===== config.mk =====
export PLATFORM = sky130hd
export DESIGN_NAME = eth_phy_prbs31_test_ctrl
export DESIGN_NICKNAME = d
export VERILOG_FILES = /design/src/rtl/eth_phy_prbs31_test_ctrl.sv
export SDC_FILE = /design/constraint.sdc
export NUM_CORES = 1
export LEC_CHECK = 0
export ABC_AREA = 1
export BUFFER_PORTS_ARGS = -buffer_cell sky130_fd_sc_hd__buf_2
export CAP_MARGIN = 15
export CORE_MARGIN = 2
export CORE_UTILIZATION = 45
export DETAILED_ROUTE_END_ITERATION = 12
export GPL_TIMING_DRIVEN = 0
export SLEW_MARGIN = 15
export SYNTH_ARGS = -nofsm -noshare
export SYNTH_HDL_FRONTEND = slang
export SYNTH_SLANG_ARGS = --single-unit

===== constraint.sdc =====
create_clock -name rx_clk -period 6.4 [get_ports rx_clk]
set_input_delay 0.64 -clock rx_clk [delete_from_list [all_inputs] [get_ports rx_clk]]
set_output_delay 0.64 -clock rx_clk [all_outputs]
set_load 0.03 [all_outputs]

===== src/rtl/eth_phy_prbs31_test_ctrl.sv =====
// ---------------------------------------------------------------------------
// eth_phy_prbs31_test_ctrl
//
// PRBS31 link self-test sequencer for the 10G Ethernet PHY. A start request
// enables the PHY TX PRBS31 generator and RX PRBS31 checker, pulses the PHY
// receive reset, waits for block lock, discards a settle period and then
// accumulates rx_error_count over a programmed window. The controller
// reports a saturating error total and a pass/fail verdict against an
// inclusive threshold.
//
// Ports:
//   rx_clk, rx_rst_n      sole clock (PHY rx/tx domain), async active-low reset
//   start, abort          test request (IDLE only) / cancel (any non-IDLE state)
//   cfg_window_len        measurement window in cycles (latched at start)
//   cfg_err_threshold     max errors for pass, inclusive (latched at start)
//   cfg_lock_timeout      max WAIT_LOCK cycles (latched at start)
//   rx_block_lock, rx_high_ber, rx_error_count   status from the PHY
//   cfg_tx_prbs31_enable, cfg_rx_prbs31_enable, phy_rx_rst   controls to PHY
//   busy, done, pass, fail_code, high_ber_seen, err_total    test status
// ---------------------------------------------------------------------------
module eth_phy_prbs31_test_ctrl #(
  parameter int ERR_CNT_WIDTH = 7,
  parameter int RST_CYCLES    = 2,
  parameter int SETTLE_CYCLES = 16
) (
  input  logic                     rx_clk,
  input  logic                     rx_rst_n,
  input  logic                     start,
  input  logic                     abort,
  input  logic [31:0]              cfg_window_len,
  input  logic [31:0]              cfg_err_threshold,
  input  logic [15:0]              cfg_lock_timeout,
  input  logic                     rx_block_lock,
  input  logic                     rx_high_ber,
  input  logic [ERR_CNT_WIDTH-1:0] rx_error_count,
  output logic                     cfg_tx_prbs31_enable,
  output logic                     cfg_rx_prbs31_enable,
  output logic                     phy_rx_rst,
  output logic                     busy,
  output logic                     done,
  output logic                     pass,
  output logic [1:0]               fail_code,
  output logic                     high_ber_seen,
  output logic [31:0]              err_total
);

  typedef enum logic [2:0] {
    S_IDLE      = 3'd0,
    S_ENABLE    = 3'd1,
    S_RX_RESET  = 3'd2,
    S_WAIT_LOCK = 3'd3,
    S_SETTLE    = 3'd4,
    S_MEASURE   = 3'd5,
    S_DONE      = 3'd6
  } state_t;

  localparam logic [1:0]  FC_NONE     = 2'd0;
  localparam logic [1:0]  FC_TIMEOUT  = 2'd1;
  localparam logic [1:0]  FC_LOCKLOST = 2'd2;
  localparam logic [1:0]  FC_THRESH   = 2'd3;
  localparam logic [31:0] RST_LAST    = 32'(RST_CYCLES - 1);
  localparam logic [31:0] SETTLE_LAST = 32'(SETTLE_CYCLES - 1);

  state_t      state_q, state_d;
  // One phase counter is shared by RX_RESET, WAIT_LOCK, SETTLE and MEASURE;
  // it is cleared on every entry into a counted state.
  logic [31:0] cnt_q, cnt_d;
  logic [31:0] window_q, window_d;
  logic [31:0] thr_q, thr_d;
  logic [15:0] tout_q, tout_d;
  logic [31:0] err_q, err_d;
  logic        pass_q, pass_d;
  logic [1:0]  fail_q, fail_d;
  logic        hb_q, hb_d;
  logic        tx_en_q, rx_en_q, rst_q, busy_q, done_q;
  logic        tx_en_d, rx_en_d, rst_d, busy_d, done_d;
  logic        finish_s;
  logic [32:0] sum_s;
  logic [31:0] sat_s;

  // Saturating accumulate of the per-cycle error count (zero-extended).
  always_comb begin
    sum_s = {1'b0, err_q} + 33'(rx_error_count);
    if (sum_s[32]) begin
      sat_s = 32'hFFFF_FFFF;
    end else begin
      sat_s = sum_s[31:0];
    end
  end

  // Next-state, counter and result logic.
  always_comb begin
    state_d  = state_q;
    cnt_d    = cnt_q;
    window_d = window_q;
    thr_d    = thr_q;
    tout_d   = tout_q;
    err_d    = err_q;
    pass_d   = pass_q;
    fail_d   = fail_q;
    hb_d     = hb_q;
    finish_s = 1'b0;

    case (state_q)
      S_IDLE: begin
        if (start && !abort) begin
          window_d = cfg_window_len;
          thr_d    = cfg_err_threshold;
          tout_d   = cfg_lock_timeout;
          err_d    = 32'd0;
          pass_d   = 1'b0;
          fail_d   = FC_NONE;
          hb_d     = 1'b0;
          cnt_d    = 32'd0;
          state_d  = S_ENABLE;
        end else begin
          state_d = S_IDLE;
        end
      end
      S_ENABLE: begin
        cnt_d   = 32'd0;
        state_d = S_RX_RESET;
      end
      S_RX_RESET: begin
        if (cnt_q == RST_LAST) begin
          cnt_d   = 32'd0;
          state_d = S_WAIT_LOCK;
        end else begin
          cnt_d = cnt_q + 32'd1;
        end
      end
      S_WAIT_LOCK: begin
        // Lock wins over timeout, so a zero timeout still proceeds when lock
        // is already present.
        if (rx_block_lock) begin
          cnt_d   = 32'd0;
          state_d = S_SETTLE;
        end else if (cnt_q == {16'd0, tout_q}) begin
          fail_d   = FC_TIMEOUT;
          finish_s = 1'b1;
          state_d  = S_DONE;
        end else begin
          cnt_d = cnt_q + 32'd1;
        end
      end
      S_SETTLE: begin
        if (!rx_block_lock) begin
          fail_d   = FC_LOCKLOST;
          finish_s = 1'b1;
          state_d  = S_DONE;
        end else if (cnt_q == SETTLE_LAST) begin
          cnt_d = 32'd0;
          if (window_q == 32'd0) begin
            finish_s = 1'b1;
            state_d  = S_DONE;
          end else begin
            state_d = S_MEASURE;
          end
        end else begin
          cnt_d = cnt_q + 32'd1;
        end
      end
      S_MEASURE: begin
        if (rx_high_ber) begin
          hb_d = 1'b1;
        end else begin
          hb_d = hb_q;
        end
        // A cycle without lock ends the test and its sample is not counted.
        if (!rx_block_lock) begin
          fail_d   = FC_LOCKLOST;
          finish_s = 1'b1;
          state_d  = S_DONE;
        end else begin
          err_d = sat_s;
          if (cnt_q == window_q - 32'd1) begin
            finish_s = 1'b1;
            state_d  = S_DONE;
          end else begin
            cnt_d = cnt_q + 32'd1;
          end
        end
      end
      S_DONE: begin
        state_d = S_IDLE;
      end
      default: begin
        state_d = S_IDLE;
      end
    endcase

    // The verdict is formed on entry to DONE so pass is valid with done,
    // using the total that includes the final sample.
    if (finish_s && (fail_d == FC_NONE)) begin
      if (err_d <= thr_q) begin
        pass_d = 1'b1;
      end else begin
        pass_d = 1'b0;
        fail_d = FC_THRESH;
      end
    end else begin
      pass_d = pass_d;
    end

    // Abort overrides every transition; the current total and code are kept.
    if (abort && (state_q != S_IDLE)) begin
      state_d = S_IDLE;
      cnt_d   = 32'd0;
      pass_d  = 1'b0;
      err_d   = err_q;
      fail_d  = fail_q;
      hb_d    = hb_q;
    end else begin
      state_d = state_d;
    end
  end

  // Registered output decode from the next state.
  always_comb begin
    tx_en_d = (state_d == S_ENABLE)   || (state_d == S_RX_RESET) ||
              (state_d == S_WAIT_LOCK) || (state_d == S_SETTLE)  ||
              (state_d == S_MEASURE);
    rx_en_d = (state_d == S_RX_RESET) || (state_d == S_WAIT_LOCK) ||
              (state_d == S_SETTLE)   || (state_d == S_MEASURE);
    rst_d   = (state_d == S_RX_RESET);
    busy_d  = (state_d != S_IDLE);
    done_d  = (state_d == S_DONE);
  end

  // State, configuration, result and output registers.
  always_ff @(posedge rx_clk or negedge rx_rst_n) begin
    if (!rx_rst_n) begin
      state_q  <= S_IDLE;
      cnt_q    <= 32'd0;
      window_q <= 32'd0;
      thr_q    <= 32'd0;
      tout_q   <= 16'd0;
      err_q    <= 32'd0;
      pass_q   <= 1'b0;
      fail_q   <= 2'd0;
      hb_q     <= 1'b0;
      tx_en_q  <= 1'b0;
      rx_en_q  <= 1'b0;
      rst_q    <= 1'b0;
      busy_q   <= 1'b0;
      done_q   <= 1'b0;
    end else begin
      state_q  <= state_d;
      cnt_q    <= cnt_d;
      window_q <= window_d;
      thr_q    <= thr_d;
      tout_q   <= tout_d;
      err_q    <= err_d;
      pass_q   <= pass_d;
      fail_q   <= fail_d;
      hb_q     <= hb_d;
      tx_en_q  <= tx_en_d;
      rx_en_q  <= rx_en_d;
      rst_q    <= rst_d;
      busy_q   <= busy_d;
      done_q   <= done_d;
    end
  end

  assign cfg_tx_prbs31_enable = tx_en_q;
  assign cfg_rx_prbs31_enable = rx_en_q;
  assign phy_rx_rst           = rst_q;
  assign busy                 = busy_q;
  assign done                 = done_q;
  assign pass                 = pass_q;
  assign fail_code            = fail_q;
  assign high_ber_seen        = hb_q;
  assign err_total            = err_q;

endmodule

==> flow_summary_export.csv <==
group,metric,value,unit
timing,fin_crit,4.95,ns
critical_path,cp.required,6.77,ns
drt,drtIter0Drc,828,
drt,drtPass1Iterations,7,
critical_path,crit_top_cell,"nand3_1",
synth,async_flop_share,100,%
placement,hpwl,31100,um
grt,grtUsageTotal,30.6,%
grt,grt_pass1_vias,11700,
timing,final.setup.tns,0,ns
drt,vias,11900,
clock_network,clk_latency,0.45,ns
clock_network,clock-sinks,156,
cells_and_area,utilization,52.6,%
clock_network,cts_buffer_depth,2,
timing,slew_headroom,38.6,%
critical_path,crit_buf_inv,4,
cells_and_area,fin_area,13300,um^2
critical_path,critical_path_class,"register to register",
floorplan,start_util,45.9,%
cells_and_area,insertedDiodeCount,0,
synth,ys_ff_latch,156,
grt,grt_pass1_wl,63000,um
synth,netlist_area,11500,um^2
drt,drtAntennaViolNets,0,
clock_network,cts_tree,"built",
pwr,p_per_area,363,nW/um^2
cells_and_area,drive_above_1_share,11.4,%
synth,synthCells,1682,
synth,yosysSeqAreaShare,33.8,%
floorplan,die_w,164,um
timing,fmax,0.202,GHz
synth,syn_nets,1820,
grt,grt_max_degree,99,
critical_path,crit_family,"simple AND/OR/NAND/NOR gates",
critical_path,reg2reg_to,"fail_code[0]$_DFFE_PN0N_",
clock_network,postCtsHoldBufs,0,
critical_path,cp-start-kind,"register",
critical_path,end_kind,"register",
clock_network,clk_pin_slew_worst_paths,0.07,ns
floorplan,core,25200,um^2
drt,viasPerCell,5.47,
floorplan,dieArea,27000,um^2
drt,routed_wl,39900,um
timing,finClkSkew,0.0164,ns
placement,io_buffers,132,
critical_path,crit_fanout,10,
floorplan,ios,134,
grt,grt_overflow,0,
critical_path,rrSetupSlack,1.45,ns
placement,place_congestion,0.951,
run_status,status,"completed",
synth,avgSynthCellArea,6.87,um^2
clock_network,cts_buffers,17,
synth,synthTopCellsByArea,"dfrtp_1 (34%), nand2_1 (15%), inv_1 (5.8%), o21ai_0 (5.2%), nor2_1 (5.0%)",
run,maxCapViolCount,0,
synth,yosysTopAreaCell,"dfrtp_1",
synth,yosysUniqueCellTypes,52,
critical_path,rr_startpoint,"err_total[0]$_DFFE_PN0N_",
synth,synth-edff-count,0,
synth,yosys_warnings,0,
timing,slew_viol_final,0,
critical_path,reg2reg_depth,26,
floorplan,die_height,164,um
timing,hold_viol,0,
synth,yosys.area.top_type_share,33.8,%
cells_and_area,syn2layout_area_growth,14.7,%
synth,synth_top_flop_cell,"dfrtp_1",
timing,setup_viol,0,
clock_network,cts_resized,0,
clock_network,post_cts_buffers,0,
critical_path,worst_path_max_delay_cell,"dfrtp_1",
critical_path,critPathArrivalTime,5.32,ns
critical_path,slowest_delay,0.42,ns
clock_network,clock-root-buffer,"clkbuf_16",
pwr,p_leak,6.25,nW
clock_network,htreeDepth,4,
placement,dpl_cell_area,12700,um^2
drt,drc,0,
cells_and_area,nets,1972,
pwr,ir_worst_vdd,0.212,mV
timing,fin_crit_sh,77.3,%
floorplan,num_rows,58,
drt,routedWlPerCell,18.3,um
hold_path,min_path_type,"primary input to asynchronous set/reset pin",
timing,tightest_slew,0.918,ns
grt,antenna_found_initial,0,
timing,rsz0062_at_grt,"no",
## power by group
group | internal (W) | switching (W) | leakage (nW)
logic | 0.000682 | 0.00151 | 3.94
registers | 0.00128 | 0.000264 | 2.03
clock network | 0.000588 | 0.000490 | 0.279
total | 0.00255 | 0.00227 | 6.25
## layout by cell type, fill, tap and decap left out, types with 27 or more instances in the layout
master    instances
nor3_1           51
o21ai_1          28
dfrtp_1         156
nand2_1         459
o22ai_1          27
nand4_1          37
inv_1           177
a21oi_1          44
nor2_1          154
ha_1             44
o21ai_0         120
nand3_1         103
clkbuf_1         65
xor2_1           52
buf_2           136
xnor2_1          37
## worst max path at each step
stage          depth (start not counted)                  endpoint                     start
3_3_place_gp                          27  fail_code[0]$_DFFE_PN0N_         rx_error_count[0]
2_1_floorplan                         26  fail_code[0]$_DFFE_PN0N_         rx_error_count[0]
3_5_place_dp                          27  fail_code[0]$_DFFE_PN0N_         rx_error_count[0]
4_1_cts                               26  fail_code[0]$_DFFE_PN0N_  err_total[0]$_DFFE_PN0N_
5_1_grt                               26  fail_code[1]$_DFFE_PN0N_  err_total[0]$_DFFE_PN0N_
6_report                              26  fail_code[0]$_DFFE_PN0N_  err_total[0]$_DFFE_PN0N_
## metal layers
metal  vias to the layer above  wire length (um)  track usage, %
li1                       5833                 -               -
met1                      5619             16400            36.4
met2                       356             20000            54.6
met3                       101              1770            3.96
met4                         0              1720            14.1
met5                         -                 0               0
## kinds of logic (layout without fill, tap and decap cells)
| family | after synthesis | after routing | share of synthesized area (%) |
|---|---|---|---|
| AO/OA/AOI/OAI | 280 | 280 | 13.9 |
| XOR/XNOR | 89 | 89 | 6.75 |
| adder cells (fa/ha/maj) | 45 | 45 | 4.94 |
| buffers and inverters | 263 | 428 | 9.00 |
| flip-flops | 156 | 156 | 33.8 |
| AND/OR/NAND/NOR | 849 | 849 | 31.6 |
## registers in the layout (all words and copies together), names as in the netlist
name                  flops
state_q                   3
phy_rx_rst                1
cfg_tx_prbs31_enable      1
cnt_q                    32
busy                      1
cfg_rx_prbs31_enable      1
pass                      1
window_q                 32
high_ber_seen             1
thr_q                    32
done                      1
err_total                32
tout_q                   16
fail_code                 2
## layout make-up
| type | instances | area, um^2 |
|---|---|---|
| fillers | 2631 | 11900 |
| multi-input cells | 1263 | 6610 |
| flip-flops and latches | 156 | 3900 |
| repair buffers | 133 | 698 |
| inverters | 186 | 698 |
| clock buffers | 19 | 433 |
| well taps | 330 | 413 |
| plain buffers | 77 | 342 |
| clock inverters | 13 | 158 |
## cells in the mapped netlist (44+ instances only)
| master | n |
|---|---|
| dfrtp_1 | 156 |
| nor3_1 | 51 |
| nand2_1 | 459 |
| nor2_1 | 154 |
| nand3_1 | 103 |
| a21oi_1 | 44 |
| clkbuf_1 | 63 |
| o21ai_0 | 120 |
| xor2_1 | 52 |
| ha_1 | 44 |
| inv_1 | 177 |
## metrics by stage
step	hold WS (ns)	worst slack, ns	total power (W)	cells
floorplan	0.344	2.51	0.00301	1682
global placement	0.475	1.17	0.00370	2144
detailed placement	0.481	1.23	0.00374	2145
CTS	0.140	1.52	0.00482	2177
global route	0.142	1.05	0.00518	2177
finish	0.103	1.45	0.00482	2177
## worst reg2reg max path: stages (launching register included)
cell and delay (ns):
dfrtp_1 0.42, ha_1 0.26, fa_1 0.42, nand3_1 0.10, nand3_1 0.18, a21oi_1 0.32, nor3_2 0.09, nand3_1 0.13
nor2_1 0.12, nand3_1 0.14, buf_2 0.28, inv_2 0.16, o21ai_0 0.23, o21ai_0 0.16, ha_1 0.32, nand2_1 0.07
inv_1 0.09, nand3_1 0.07, nor3_1 0.29, o21ai_0 0.28, o2111ai_1 0.14, nand2_1 0.07, nand2_1 0.11, nand2_1 0.11
inv_1 0.07, nand3_1 0.09, a21oi_1 0.15
Power figures use the tool's default switching activity.
